`src/rtl/uart_wrapper.sv`:
```
// Full-duplex 8N1 UART that pairs received bytes into a 16-bit command and transmits single response bytes.
// Latency: cmd_rdy one clk after the low byte's stop sample, tx_done 10*BAUD_DIV clks after trmt; no backpressure, so trmt during a frame is dropped.
module uart_wrapper #(
  parameter int BAUD_DIV = 5208
) (
  input  logic        clk,
  input  logic        rst,
  input  logic        RX,
  output logic        TX,
  output logic [15:0] cmd,
  output logic        cmd_rdy,
  input  logic        clr_cmd_rdy,
  input  logic [7:0]  resp,
  input  logic        trmt,
  output logic        tx_done
);

  localparam logic [15:0] BAUD_LAST = 16'(BAUD_DIV - 1);
  localparam logic [15:0] HALF_LAST = 16'(BAUD_DIV / 2 - 1);

  localparam logic [1:0] RX_IDLE  = 2'd0;
  localparam logic [1:0] RX_START = 2'd1;
  localparam logic [1:0] RX_DATA  = 2'd2;
  localparam logic [1:0] RX_STOP  = 2'd3;

  localparam logic [0:0] TX_IDLE  = 1'b0;
  localparam logic [0:0] TX_SHIFT = 1'b1;

  logic        rx_meta_q, rx_sync_q, rx_prev_q;
  logic [1:0]  rx_state_q, rx_state_d;
  logic [15:0] rx_baud_q, rx_baud_d;
  logic [3:0]  rx_bit_q, rx_bit_d;
  logic [7:0]  rx_shift_q, rx_shift_d;
  logic        rx_byte_vld_q, rx_byte_vld_d;
  logic        asm_low_q, asm_low_d;
  logic [15:0] cmd_q, cmd_d;
  logic        cmd_rdy_q, cmd_rdy_d;
  logic [0:0]  tx_state_q, tx_state_d;
  logic [9:0]  tx_shift_q, tx_shift_d;
  logic [15:0] tx_baud_q, tx_baud_d;
  logic [3:0]  tx_bit_q, tx_bit_d;
  logic        tx_done_q, tx_done_d;
  logic        rx_fall;

  // Synchronizer and edge-history flops idle high so reset never looks like a start bit.
  always_ff @(posedge clk or posedge rst) begin
    if (rst) begin
      rx_meta_q <= 1'b1;
      rx_sync_q <= 1'b1;
      rx_prev_q <= 1'b1;
    end else begin
      rx_meta_q <= RX;
      rx_sync_q <= rx_meta_q;
      rx_prev_q <= rx_sync_q;
    end
  end

  assign rx_fall = rx_prev_q & ~rx_sync_q;

  always_comb begin
    rx_state_d    = rx_state_q;
    rx_baud_d     = rx_baud_q;
    rx_bit_d      = rx_bit_q;
    rx_shift_d    = rx_shift_q;
    rx_byte_vld_d = 1'b0;
    case (rx_state_q)
      RX_IDLE: begin
        if (rx_fall) begin
          rx_state_d = RX_START;
          rx_baud_d  = 16'd0;
        end
      end
      RX_START: begin
        if (rx_baud_q == HALF_LAST) begin
          rx_baud_d  = 16'd0;
          rx_bit_d   = 4'd0;
          rx_state_d = rx_sync_q ? RX_IDLE : RX_DATA;
        end else begin
          rx_baud_d = rx_baud_q + 16'd1;
        end
      end
      RX_DATA: begin
        if (rx_baud_q == BAUD_LAST) begin
          rx_baud_d  = 16'd0;
          rx_shift_d = {rx_sync_q, rx_shift_q[7:1]};
          if (rx_bit_q == 4'd7) begin
            rx_bit_d   = 4'd0;
            rx_state_d = RX_STOP;
          end else begin
            rx_bit_d = rx_bit_q + 4'd1;
          end
        end else begin
          rx_baud_d = rx_baud_q + 16'd1;
        end
      end
      default: begin
        // A low stop sample is a framing error: the byte never reaches the assembler.
        if (rx_baud_q == BAUD_LAST) begin
          rx_baud_d     = 16'd0;
          rx_state_d    = RX_IDLE;
          rx_byte_vld_d = rx_sync_q;
        end else begin
          rx_baud_d = rx_baud_q + 16'd1;
        end
      end
    endcase
  end

  always_comb begin
    asm_low_d = asm_low_q;
    cmd_d     = cmd_q;
    cmd_rdy_d = cmd_rdy_q;
    if (clr_cmd_rdy) begin
      cmd_rdy_d = 1'b0;
    end
    // Evaluated after the clear so a completing command wins over a coincident acknowledge.
    if (rx_byte_vld_q) begin
      if (!asm_low_q) begin
        cmd_d[15:8] = rx_shift_q;
        asm_low_d   = 1'b1;
        cmd_rdy_d   = 1'b0;
      end else begin
        cmd_d[7:0] = rx_shift_q;
        asm_low_d  = 1'b0;
        cmd_rdy_d  = 1'b1;
      end
    end
  end

  always_ff @(posedge clk or posedge rst) begin
    if (rst) begin
      rx_state_q    <= RX_IDLE;
      rx_baud_q     <= 16'd0;
      rx_bit_q      <= 4'd0;
      rx_shift_q    <= 8'd0;
      rx_byte_vld_q <= 1'b0;
      asm_low_q     <= 1'b0;
      cmd_q         <= 16'h0000;
      cmd_rdy_q     <= 1'b0;
    end else begin
      rx_state_q    <= rx_state_d;
      rx_baud_q     <= rx_baud_d;
      rx_bit_q      <= rx_bit_d;
      rx_shift_q    <= rx_shift_d;
      rx_byte_vld_q <= rx_byte_vld_d;
      asm_low_q     <= asm_low_d;
      cmd_q         <= cmd_d;
      cmd_rdy_q     <= cmd_rdy_d;
    end
  end

  // Ones shift in from the top, so the line returns high by itself once the stop bit leaves.
  always_comb begin
    tx_state_d = tx_state_q;
    tx_shift_d = tx_shift_q;
    tx_baud_d  = tx_baud_q;
    tx_bit_d   = tx_bit_q;
    tx_done_d  = tx_done_q;
    case (tx_state_q)
      TX_IDLE: begin
        if (trmt) begin
          tx_state_d = TX_SHIFT;
          tx_shift_d = {1'b1, resp, 1'b0};
          tx_baud_d  = 16'd0;
          tx_bit_d   = 4'd0;
          tx_done_d  = 1'b0;
        end
      end
      default: begin
        if (tx_baud_q == BAUD_LAST) begin
          tx_baud_d  = 16'd0;
          tx_shift_d = {1'b1, tx_shift_q[9:1]};
          if (tx_bit_q == 4'd9) begin
            tx_bit_d   = 4'd0;
            tx_state_d = TX_IDLE;
            tx_done_d  = 1'b1;
          end else begin
            tx_bit_d = tx_bit_q + 4'd1;
          end
        end else begin
          tx_baud_d = tx_baud_q + 16'd1;
        end
      end
    endcase
  end

  always_ff @(posedge clk or posedge rst) begin
    if (rst) begin
      tx_state_q <= TX_IDLE;
      tx_shift_q <= 10'h3FF;
      tx_baud_q  <= 16'd0;
      tx_bit_q   <= 4'd0;
      tx_done_q  <= 1'b0;
    end else begin
      tx_state_q <= tx_state_d;
      tx_shift_q <= tx_shift_d;
      tx_baud_q  <= tx_baud_d;
      tx_bit_q   <= tx_bit_d;
      tx_done_q  <= tx_done_d;
    end
  end

  assign TX      = tx_shift_q[0];
  assign cmd     = cmd_q;
  assign cmd_rdy = cmd_rdy_q;
  assign tx_done = tx_done_q;

endmodule

```
`config.mk`:
```
export PLATFORM = sky130hd
export DESIGN_NAME = uart_wrapper
export DESIGN_NICKNAME = d
export VERILOG_FILES = /design/src/rtl/uart_wrapper.sv
export SDC_FILE = /design/constraint.sdc
export NUM_CORES = 1
export LEC_CHECK = 0
export CORE_MARGIN = 2
export CORE_UTILIZATION = 45
export CTS_BUF_LIST = sky130_fd_sc_hd__clkbuf_4
export DETAILED_ROUTE_END_ITERATION = 10
export PLACE_DENSITY = 0.72
export SKIP_CTS_REPAIR_TIMING = 1
export SYNTH_ARGS = -nofsm -noshare
export SYNTH_HDL_FRONTEND = slang
export SYNTH_SLANG_ARGS = --single-unit
```
`constraint.sdc`:
```
create_clock -name clk -period 5.6 [get_ports clk]
set_input_delay 1.12 -clock clk [delete_from_list [all_inputs] [get_ports clk]]
set_output_delay 1.12 -clock clk [all_outputs]
set_load 0.03 [all_outputs]
```
**Word level (Yosys, flattened, before mapping)**

Index checks and enable logic that the tools add are counted.

- Register bits: 84
- Input bits: 13
- Output and inout port bits: 19
- Logic and storage cells: 89

- $add $sub $neg: 4
- Eq/ne operators: 13
- Muxes and demuxes: 39
- Bitwise operators: 3
- Reductions and logical operators: 13

Operators with widths:

| cell | number |
|---|---|
| $mux 16 | 6 |
| $add 16x1->16 const B | 2 |
| $eq 16x13->1 const B | 2 |
| $pmux 16 s2 | 1 |
| $mux 10 | 3 |
| $mux 4 | 7 |
| $eq 16x12->1 const B | 1 |
| $mux 1 | 14 |
| $mux 2 | 6 |
| $add 4x1->4 const B | 2 |
| $ne 2x2->1 const B | 4 |
| $pmux 4 s2 | 1 |
| $reduce_and 2->1 | 4 |
| $pmux 2 s3 | 1 |
| $reduce_and 3->1 | 2 |
| $reduce_bool 2->1 | 3 |
| $reduce_and 5->1 | 1 |
| $eq 4x3->1 const B | 1 |
| $eq 4x4->1 const B | 1 |
| $ne 2x1->1 const B | 2 |
| $reduce_bool 3->1 | 1 |
| $reduce_or 3->1 | 1 |
| $eq 2x1->1 const B | 1 |
| $eq 2x2->1 const B | 1 |
| 3 further kinds | 4 |

**Longest topological paths before layout**

Gate-level depths: netlist of the first run.

- Word-level depth: 4
- Mapped depth: 7

**Least setup slack after synthesis of the first run**

OpenSTA, ideal clock, no wires.

- Kind: input to register
- Start: input trmt
- End: register tx_baud_q[12]
- Setup time: 0.110 ns
- Arrival: 2.029 ns
- Slack: 3.461 ns
- Stages: 5
- Buffers on the path: 2
- Path through: clkbuf_1 -> nor2_1 -> clkbuf_1 -> o21ai_0 -> o41ai_1

- Word-level cells in the longest chain between the ends: 1

Ends and longest elaborated chain:

| item | line | source |
|---|---|---|
| start: declaration | 14 | `input logic trmt,` |
| $reduce_bool 2->1 (no line) | n/a |  |
| end signal: assignment | 197 | `tx_baud_q <= tx_baud_d;` |
| end: declaration | 40 | `logic [15:0] tx_baud_q, tx_baud_d;` |

Every way passes these cells.
A chain may end at the register's enable or synchronous reset.

**Worst setup path after layout of the first run**

- Start: register tx_shift_q[0]
- End: output TX

RTL lines:

| item | line | source |
|---|---|---|
| start: declaration | 39 | `logic [9:0] tx_shift_q, tx_shift_d;` |
| start signal: assignment | 196 | `tx_shift_q <= tx_shift_d;` |
| end: declaration | 9 | `output logic TX,` |

No word-level cell between the ends.

==> results of run 1 <==
## stage by stage
stage               hold WS (ps)  setup slack (ps)
finish                       368              2810
detailed placement           349              2630
global route                 374              2740
global placement             349              2730
CTS                          369              2780
floorplan                    345              2360
## power by group
| group | total [mW] | internal, mW | switching (mW) |
|---|---|---|---|
| clock | 0.341 | 0.104 | 0.237 |
| sequential | 0.766 | 0.674 | 0.0918 |
| combinational | 0.216 | 0.102 | 0.114 |
## final cells by class
type,instances,area (µm²)
clock buffer,9,67.6
sequential,83,2090
inverter,9,35.0
fill,782,4160
tap,108,135
clock inverter,7,66.3
multi-input combinational,276,1840
timing repair buffer,33,325
## logic make-up after synthesis
kind of cell,Yosys count,share of synthesized area
buffers and inverters,25,0.0257
XOR/XNOR,8,0.0174
flip-flops,83,0.518
adder cells (fa/ha/maj),5,0.0155
AO/OA/AOI/OAI,82,0.131
multiplexers,37,0.102
AND/OR/NAND/NOR,144,0.189
## cell usage in the layout, fill, tap and decap left out, types with 6 or more instances in the layout
cell and count:
nand4_1 12, a31oi_1 8, nand3_1 10, clkbuf_4 9, nor2_1 30, mux2_2 24
dfrtp_1 71, o21ai_0 32, dfstp_2 12, a21oi_1 6, a22o_1 7, nand2_1 43
nor3_1 8, mux2i_1 12, clkdlybuf4s50_1 31, inv_1 8
## worst max-delay path by stage
stage | startpoint | endpoint | slack [ps] | cells after the start
after global placement | trmt | tx_baud_q[7]$_DFFE_PP0P_ | 2730 | 4
after detailed placement | trmt | tx_baud_q[7]$_DFFE_PP0P_ | 2630 | 4
final | tx_shift_q[0]$_DFFE_PP1P_ | TX | 2810 | 1
after global routing | tx_baud_q[9]$_DFFE_PP0P_ | tx_baud_q[13]$_DFFE_PP0P_ | 2740 | 6
after floorplan | rst | asm_low_q$_DFFE_PP0P_ | 2360 | 1
after CTS | tx_shift_q[0]$_DFFE_PP1P_ | TX | 2780 | 1
## sequential cells by signal, indices dropped and copies added, names as in the netlist
register       flops
cmd               16
rx_shift_q         8
cmd_rdy            1
rx_bit_q           4
rx_prev_q          1
tx_shift_q         9
rx_baud_q         16
rx_sync_q          1
rx_meta_q          1
tx_done            1
rx_byte_vld_q      1
rx_state_q         2
tx_state_q         1
asm_low_q          1
tx_bit_q           4
tx_baud_q         16
## per-layer routing
metal	vias to the layer above	GRT usage	share of wire
li1	1458	-	-
met1	1466	0.226	0.47
met2	78	0.268	0.47
met3	13	0.0383	0.047
met4	0	0.0759	0.014
met5	-	0	0
==> metrics.yaml, run 1 <==
finish:
  number_of_cells_in_the_finished_layout_apart_from_fillers: 525
  area_added_between_synthesis_and_finish_pct: 13.0
  layout-drive-gt1-share: 0.168
  diodes_inserted: 0
  final_net_count: 430
  finish.utilization: 0.523
  postLayoutCellArea_mm2: 0.00456
clock_tree:
  cts_buffer_depth: 2
  clock_tree.htree_level_count: 3
  cts_tree: "done"
  cts_inserted_buffers: 9
  clk_transition_reported_paths_ps: 160
  worst_skew_pair.late_latency_ps: 440
  clockRootBuffer: "clkbuf_4"
  clock_sink_count: 83
timing:
  timing.final.setup_violations: 0
  timing.final.crit_share: 0.499
  timing_max_transition_violations_final: 0
  fmax_mhz: 358
  shortest_period_the_worst_path_allows_ps: 2790
  report.final.hold_viol_count: 0
  setup-tns-final_ps: 0
  grt_setup_unrepaired: "no"
  clock_skew_ps: 22.1
  slew-limit-headroom: 0.338
  worst_slew_pin_tran_ps: 992
place:
  placement.io_buffers: 31
  gp_congestion: 0.854
  placed_cells: 509
  hpwlAfterDp_mm: 5.15
  place_area_mm2: 0.00443
floorplanning:
  ioPinCount: 32
  fp.dieH_um: 98.7
  core_area_mm2: 0.00872
  die_width_um: 98.7
  num_rows: 34
  fp.dieArea_mm2: 0.00974
  start_util: 0.463
global_route:
  vias_in_the_first_global_route: 2988
  grt_start_max_net_pins: 60
  grt_remaining_overflow: 0
  groute.usage.overall: 0.170
  antenna_found_initial: 0
  wire_length_of_the_first_global_routing_pass_mm: 13.7
min_path:
  holdCritPathClass: "reg -> reg"
  hold_start: "rx_meta_q$_DFF_PP1_"
  worst_hold_path.num_cells: 0
  worst_hold_path.endpoint: "rx_sync_q$_DFF_PP1_"
pwr:
  power_mw: 1.32
  total_leakage_power_nw: 2.01
  cellPowerDensity_mw_per_mm2: 290
  power.ir.vdd_worst_mv: 0.115
run_status:
  run_status: "finished clean"
synthesis:
  synth.lib_cells_used.distinct: 54
  synthDominantCellAreaShare: 0.440
  yosysTopAreaCell: "dfrtp_1"
  synth-warning-count: 0
  synth_fp_nets: 402
  syn_area_mm2: 0.00404
  ys_ff_latch: 83
  yosysSeqAreaShare: 0.518
  postSynth.topFlopCell: "dfrtp_1"
  netlist_top_cells_area: "dfrtp_1 (44%), dfstp_2 (7.8%), mux2_2 (6.7%)"
  yosys.cell_count.top_type: "dfrtp_1"
  synth_edf_count: 0
  asyncSetResetFlopFracSynth: 1.00
  post_synth.cell_area_avg_um2: 10.5
  synth_commonest_cells: "dfrtp_1 (71), nand2_1 (43), o21ai_0 (32)"
  synthCells: 384
critical_path:
  worst-endpoint-required_ps: 4480
  reg2reg_from: "tx_baud_q[9]$_DFFE_PP0P_"
  worst_setup_path_end_kind: "output port"
  ff2ff_setup_slack_ps: 2890
  cp_num_buf_inv: 1
  criticalPathCategory: "reg -> out"
  slowest_stage: "clkdlybuf4s50_1"
  critical_path.max_fanout: 3
  critical-path-max-stage-delay_ps: 660
  cp_cell_sequence: "clkdlybuf4s50_1"
  critical_path_arrival_ps: 1670
  path_delay_family: "buffers and inverters"
  crit-reg2reg-capture: "tx_baud_q[13]$_DFFE_PP0P_"
  rr_worst_depth: 6
  worst_setup_path_start_kind: "flip-flop"
drt:
  avgRoutedWirePerCell_um: 14.3
  vias_per_cell: 5.74
  route.detailed.drc: 0
  num_vias: 3015
  wl_mm: 7.52
  drt_first_pass_iters: 4
  detail_route_antenna_nets: 0
  drt_first_iter_violations: 143
run:
  timing.max_cap.violations: 0
Note: power is estimated with default switching activity, not from simulation.
==> run 2, diff against run 1 <==
==> constraint.sdc (replaced) <==
create_clock -name clk -period 2.9 [get_ports clk]
set_input_delay 0.58 -clock clk [delete_from_list [all_inputs] [get_ports clk]]
set_output_delay 0.58 -clock clk [all_outputs]
set_load 0.03 [all_outputs]
==> run 2 against run 1 <==
  * Worst setup slack worse by 2300 ps
  * Clock skew is 1.9 ps higher
  * Sequential cell count unchanged
  * Register-to-register slack got worse by 2400 ps
  * Non-clock buffer count increased by 3
  * Clock-buffer cell count unchanged
  * Cell count up 0.57%
  * Sequential share of layout area down 0.47 points
  * Total power increased by 96%
  * Combinational power grew 96%
  * Highest routed layer unchanged
  * Cell area rose by 1.0%
  * Largest power group unchanged
  * Via count is 0.50% higher
==> metrics.yaml, run 2 (synthesis results as in run 1) <==
run_status:
  run_status: "finished clean"
floorplanning:
  core_area_mm2: 0.00872
  fp.dieArea_mm2: 0.00974
  num_rows: 34
  fp.dieH_um: 98.7
  die_width_um: 98.7
  start_util: 0.463
  ioPinCount: 32
pwr:
  total_leakage_power_nw: 2.04
  cellPowerDensity_mw_per_mm2: 563
  power_mw: 2.59
  power.ir.vdd_worst_mv: 0.224
place:
  placed_cells: 512
  gp_congestion: 0.920
  placement.setup.worst_slack_ps: 558
  place_area_mm2: 0.00446
  placement.io_buffers: 31
  hpwlAfterDp_mm: 5.30
critical_path:
  criticalPathCategory: "reg -> reg"
  critical_path.max_fanout: 5
  worst-endpoint-required_ps: 3210
  worst_setup_path_end_kind: "flip-flop"
  critical_path_arrival_ps: 2710
  worst_setup_path_start_kind: "flip-flop"
finish:
  layout.filler_cells: 778
  diodes_inserted: 0
  number_of_cells_in_the_finished_layout_apart_from_fillers: 528
  layout-drive-gt1-share: 0.174
  layout_common_cells: "dfrtp_1 (71), nand2_1 (43), o21ai_0 (32), clkdlybuf4s50_1 (31), nor2_1 (30)"
  finish.utilization: 0.528
  area_added_between_synthesis_and_finish_pct: 14.2
  final_net_count: 433
  register_area_mm2: 0.00209
  multi_input_comb_area_mm2: 0.00184
  mostFrequentLayoutCell: "dfrtp_1"
  postLayoutCellArea_mm2: 0.00461
timing:
  setup-tns-final_ps: 0
  timing_max_transition_violations_final: 0
  fmax_mhz: 416
  post-route-worst-setup-slack_ps: 496
  whs_ps: 365
  report.final.hold_viol_count: 0
  grt_setup_unrepaired: "no"
  shortest_period_the_worst_path_allows_ps: 2400
  worst_slew_pin_tran_ps: 991
  timing.final.setup_violations: 0
  slew-limit-headroom: 0.337
  timing.final.crit_share: 0.829
  clock_skew_ps: 24.0
global_route:
  grt_start_max_net_pins: 38
  vias_in_the_first_global_route: 2862
  wire_length_of_the_first_global_routing_pass_mm: 13.4
  groute.usage.overall: 0.166
  grt_remaining_overflow: 0
  antenna_found_initial: 0
drt:
  drt_first_iter_violations: 155
  route.detailed.drc: 0
  drt_first_pass_iters: 4
  num_vias: 3030
  avgRoutedWirePerCell_um: 14.2
  vias_per_cell: 5.74
  detail_route_antenna_nets: 0
  wl_mm: 7.52
clock_tree:
  cts_inserted_buffers: 9
  clock_tree.htree_level_count: 3
  clock_sink_count: 83
  clk_transition_reported_paths_ps: 150
  cts_tree: "done"
  clockRootBuffer: "clkbuf_4"
  worst_skew_pair.late_latency_ps: 420
  cts_buffer_depth: 2
min_path:
  holdCritPathClass: "reg -> reg"
run:
  timing.max_cap.violations: 0
[run 2: changes by cell type in the layout (fill, tap and decap cells not counted)]
cell	before	now
buf_12	0	1
buf_4	2	4
bufinv_16	0	1
clkinv_2	1	2
clkinv_4	0	1
clkinvlp_4	2	0
inv_6	2	4
inv_8	3	0
[run 2: area by class of cell]
| cell class | instances | share of cell area |
|---|---|---|
| inverters | 9 | 0.00760 |
| repair buffers | 36 | 0.0782 |
| multi-input cells | 276 | 0.399 |
| clock buffers | 9 | 0.0147 |
| flip-flops and latches | 83 | 0.454 |
| clock inverters | 7 | 0.0171 |
| well taps | 108 | 0.0293 |
[run 2: where the power goes]
group | switching [mW] | internal (mW) | leakage (nW)
logic | 0.221 | 0.202 | 0.896
registers | 0.176 | 1.30 | 1.06
clock network | 0.417 | 0.275 | 0.0817
[run 2: worst max-delay path: stages (launching register included)]
cell and delay, ps:
dfrtp_1 440, ha_1 250, nor4b_2 350, nand4_1 230, or3b_2 560, nand2_1 120
mux2_2 340
[run 2: final timing paths]
| check | end | slack (ps) | cells after the start | start |
|---|---|---|---|---|
| max in group asynchronous | tx_baud_q[6]$_DFFE_PP0P_ | 1690 | 3 | rst |
| worst min register to register | rx_sync_q$_DFF_PP1_ | 370 | 0 | rx_meta_q$_DFF_PP1_ |
| worst max-delay path | rx_bit_q[0]$_DFFE_PP0P_ | 500 | 6 | rx_baud_q[0]$_DFFE_PP0P_ |
| worst max register to register | rx_bit_q[0]$_DFFE_PP0P_ | 500 | 6 | rx_baud_q[0]$_DFFE_PP0P_ |
| min in group asynchronous | tx_done$_DFFE_PP0P_ | 540 | 2 | rst |
| worst min-delay path | rx_sync_q$_DFF_PP1_ | 370 | 0 | rx_meta_q$_DFF_PP1_ |
[run 2: routing by layer]
metal | global-route usage | share of wire | up-vias
met5 | 0 | 0 | -
met2 | 0.268 | 0.49 | 57
met1 | 0.227 | 0.47 | 1506
met4 | 0.0569 | 0.010 | 0
li1 | - | - | 1459
met3 | 0.0291 | 0.036 | 8
==> run 3, diff against run 2 <==
==> constraint.sdc (replaced) <==
create_clock -name clk -period 2.48 [get_ports clk]
set_input_delay 0.496 -clock clk [delete_from_list [all_inputs] [get_ports clk]]
set_output_delay 0.496 -clock clk [all_outputs]
set_load 0.03 [all_outputs]
==> run 3 against run 2 <==
  * Routed wire length increased by 1.0%
  * Cell count rose by 0.95%
  * Worst setup slack got worse by 300 ps
==> metrics.yaml, run 3 (synthesis results as in run 1) <==
clock_tree:
  worst_skew_pair.late_latency_ps: 410
  clockRootBuffer: "clkbuf_4"
  cts_inserted_buffers: 9
  clk_transition_reported_paths_ps: 140
  cts_buffer_depth: 2
  clock_sink_count: 83
  cts_tree: "done"
  clock_tree.htree_level_count: 3
global_route:
  vias_in_the_first_global_route: 2834
  grt_remaining_overflow: 0
  wire_length_of_the_first_global_routing_pass_mm: 13.4
  grt_start_max_net_pins: 33
  groute.usage.overall: 0.165
  antenna_found_initial: 0
timing:
  timing.final.crit_share: 0.922
  whs_ps: 368
  setup-tns-final_ps: 0
  clock_skew_ps: 19.1
  fmax_mhz: 437
  timing.final.setup_violations: 0
  report.final.hold_viol_count: 0
  slew-limit-headroom: 0.338
  grt_setup_unrepaired: "no"
  post-route-worst-setup-slack_ps: 193
  shortest_period_the_worst_path_allows_ps: 2290
  worst_slew_pin_tran_ps: 989
  timing_max_transition_violations_final: 0
critical_path:
  worst-path-stages: 6
  critical_path.max_fanout: 5
  cp_num_buf_inv: 0
  worst_setup_path_end_kind: "flip-flop"
  slowest_stage: "or3b_2"
  ff2ff_setup_slack_ps: 190
  setup.worst_path.start: "rx_baud_q[0]$_DFFE_PP0P_"
  reg2reg_from: "rx_baud_q[0]$_DFFE_PP0P_"
  rr_worst_depth: 6
  criticalPathCategory: "reg -> reg"
  crit-reg2reg-capture: "rx_bit_q[0]$_DFFE_PP0P_"
  cp_cell_sequence: "ha_1, nor4b_4, nand4_1, or3b_2, nand2_1, mux2_2"
  critical-path-max-stage-delay_ps: 540
  critical_path_arrival_ps: 2580
  worst_setup_path_start_kind: "flip-flop"
  worst-endpoint-required_ps: 2780
  crit_path_end: "rx_bit_q[0]$_DFFE_PP0P_"
  path_delay_family: "simple AND/OR/NAND/NOR gates"
pwr:
  cellPowerDensity_mw_per_mm2: 677
  total_leakage_power_nw: 2.08
  power.ir.vdd_worst_mv: 0.268
  power_mw: 3.18
run:
  timing.max_cap.violations: 0
floorplanning:
  fp.dieH_um: 98.7
  ioPinCount: 32
  core_area_mm2: 0.00872
  num_rows: 34
  die_width_um: 98.7
  fp.dieArea_mm2: 0.00974
  start_util: 0.463
finish:
  area_added_between_synthesis_and_finish_pct: 16.4
  layout.filler_cells: 783
  diodes_inserted: 0
  mostFrequentLayoutCell: "dfrtp_1"
  number_of_cells_in_the_finished_layout_apart_from_fillers: 533
  postLayoutCellArea_mm2: 0.00470
  final_net_count: 438
  layout_common_cells: "dfrtp_1 (71), nand2_1 (43), o21ai_0 (32), clkdlybuf4s50_1 (31), nor2_1 (30)"
  finish.utilization: 0.539
  layout-drive-gt1-share: 0.184
drt:
  vias_per_cell: 5.68
  drt_first_iter_violations: 120
  num_vias: 3028
  drt_first_pass_iters: 6
  wl_mm: 7.59
  avgRoutedWirePerCell_um: 14.2
  detail_route_antenna_nets: 0
  route.detailed.drc: 0
place:
  placement.setup.worst_slack_ps: 136
  placed_cells: 517
  hpwlAfterDp_mm: 5.48
  place_area_mm2: 0.00451
  placement.io_buffers: 31
  gp_congestion: 0.847
min_path:
  holdCritPathClass: "reg -> reg"
run_status:
  run_status: "finished clean"
[run 3: cell count changes in the layout (fill, tap and decap cells not counted), sizes merged]
| cell | before | now |
|---|---|---|
| buf | 5 | 10 |
| bufinv | 1 | 2 |
| clkinv | 3 | 1 |
| clkinvlp | 0 | 1 |
[run 3: layout make-up]
type	instances	area, µm²	share of cell area
Clock buffer	9	67.6	0.0144
Clock inverter	7	106	0.0226
Inverter	9	37.5	0.00799
Multi-Input combinational cell	276	1850	0.393
Sequential cell	83	2090	0.445
Tap cell	108	135	0.0288
Timing Repair Buffer	41	410	0.0874
[run 3: where the power goes]
part | internal (mW) | switching, mW
sequential | 1.52 | 0.208
clock | 0.429 | 0.502
combinational | 0.252 | 0.266
[run 3: worst reg2reg max path, cell delays in order, from the launching register on]
cell     delay [ps]
dfrtp_1         430
ha_1            240
nor4b_4         280
nand4_1         210
or3b_2          540
nand2_1         130
mux2_2          340
[run 3: per-layer routing]
layer | track usage | part of all wire
met1 | 0.228 | 0.47
met2 | 0.266 | 0.49
met3 | 0.0284 | 0.029
met4 | 0.0516 | 0.016
met5 | 0 | 0
[run 3: how the worst min path moves through the flow]
stage | start | endpoint | slack, ps | cells after the start
final | rx_meta_q$_DFF_PP1_ | rx_sync_q$_DFF_PP1_ | 370 | 0
after global routing | rx_meta_q$_DFF_PP1_ | rx_sync_q$_DFF_PP1_ | 370 | 0
after CTS | rx_meta_q$_DFF_PP1_ | rx_sync_q$_DFF_PP1_ | 370 | 0
after detailed placement | rx_meta_q$_DFF_PP1_ | rx_sync_q$_DFF_PP1_ | 350 | 0
after global placement | rx_meta_q$_DFF_PP1_ | rx_sync_q$_DFF_PP1_ | 350 | 0
after floorplan | rx_meta_q$_DFF_PP1_ | rx_sync_q$_DFF_PP1_ | 350 | 0
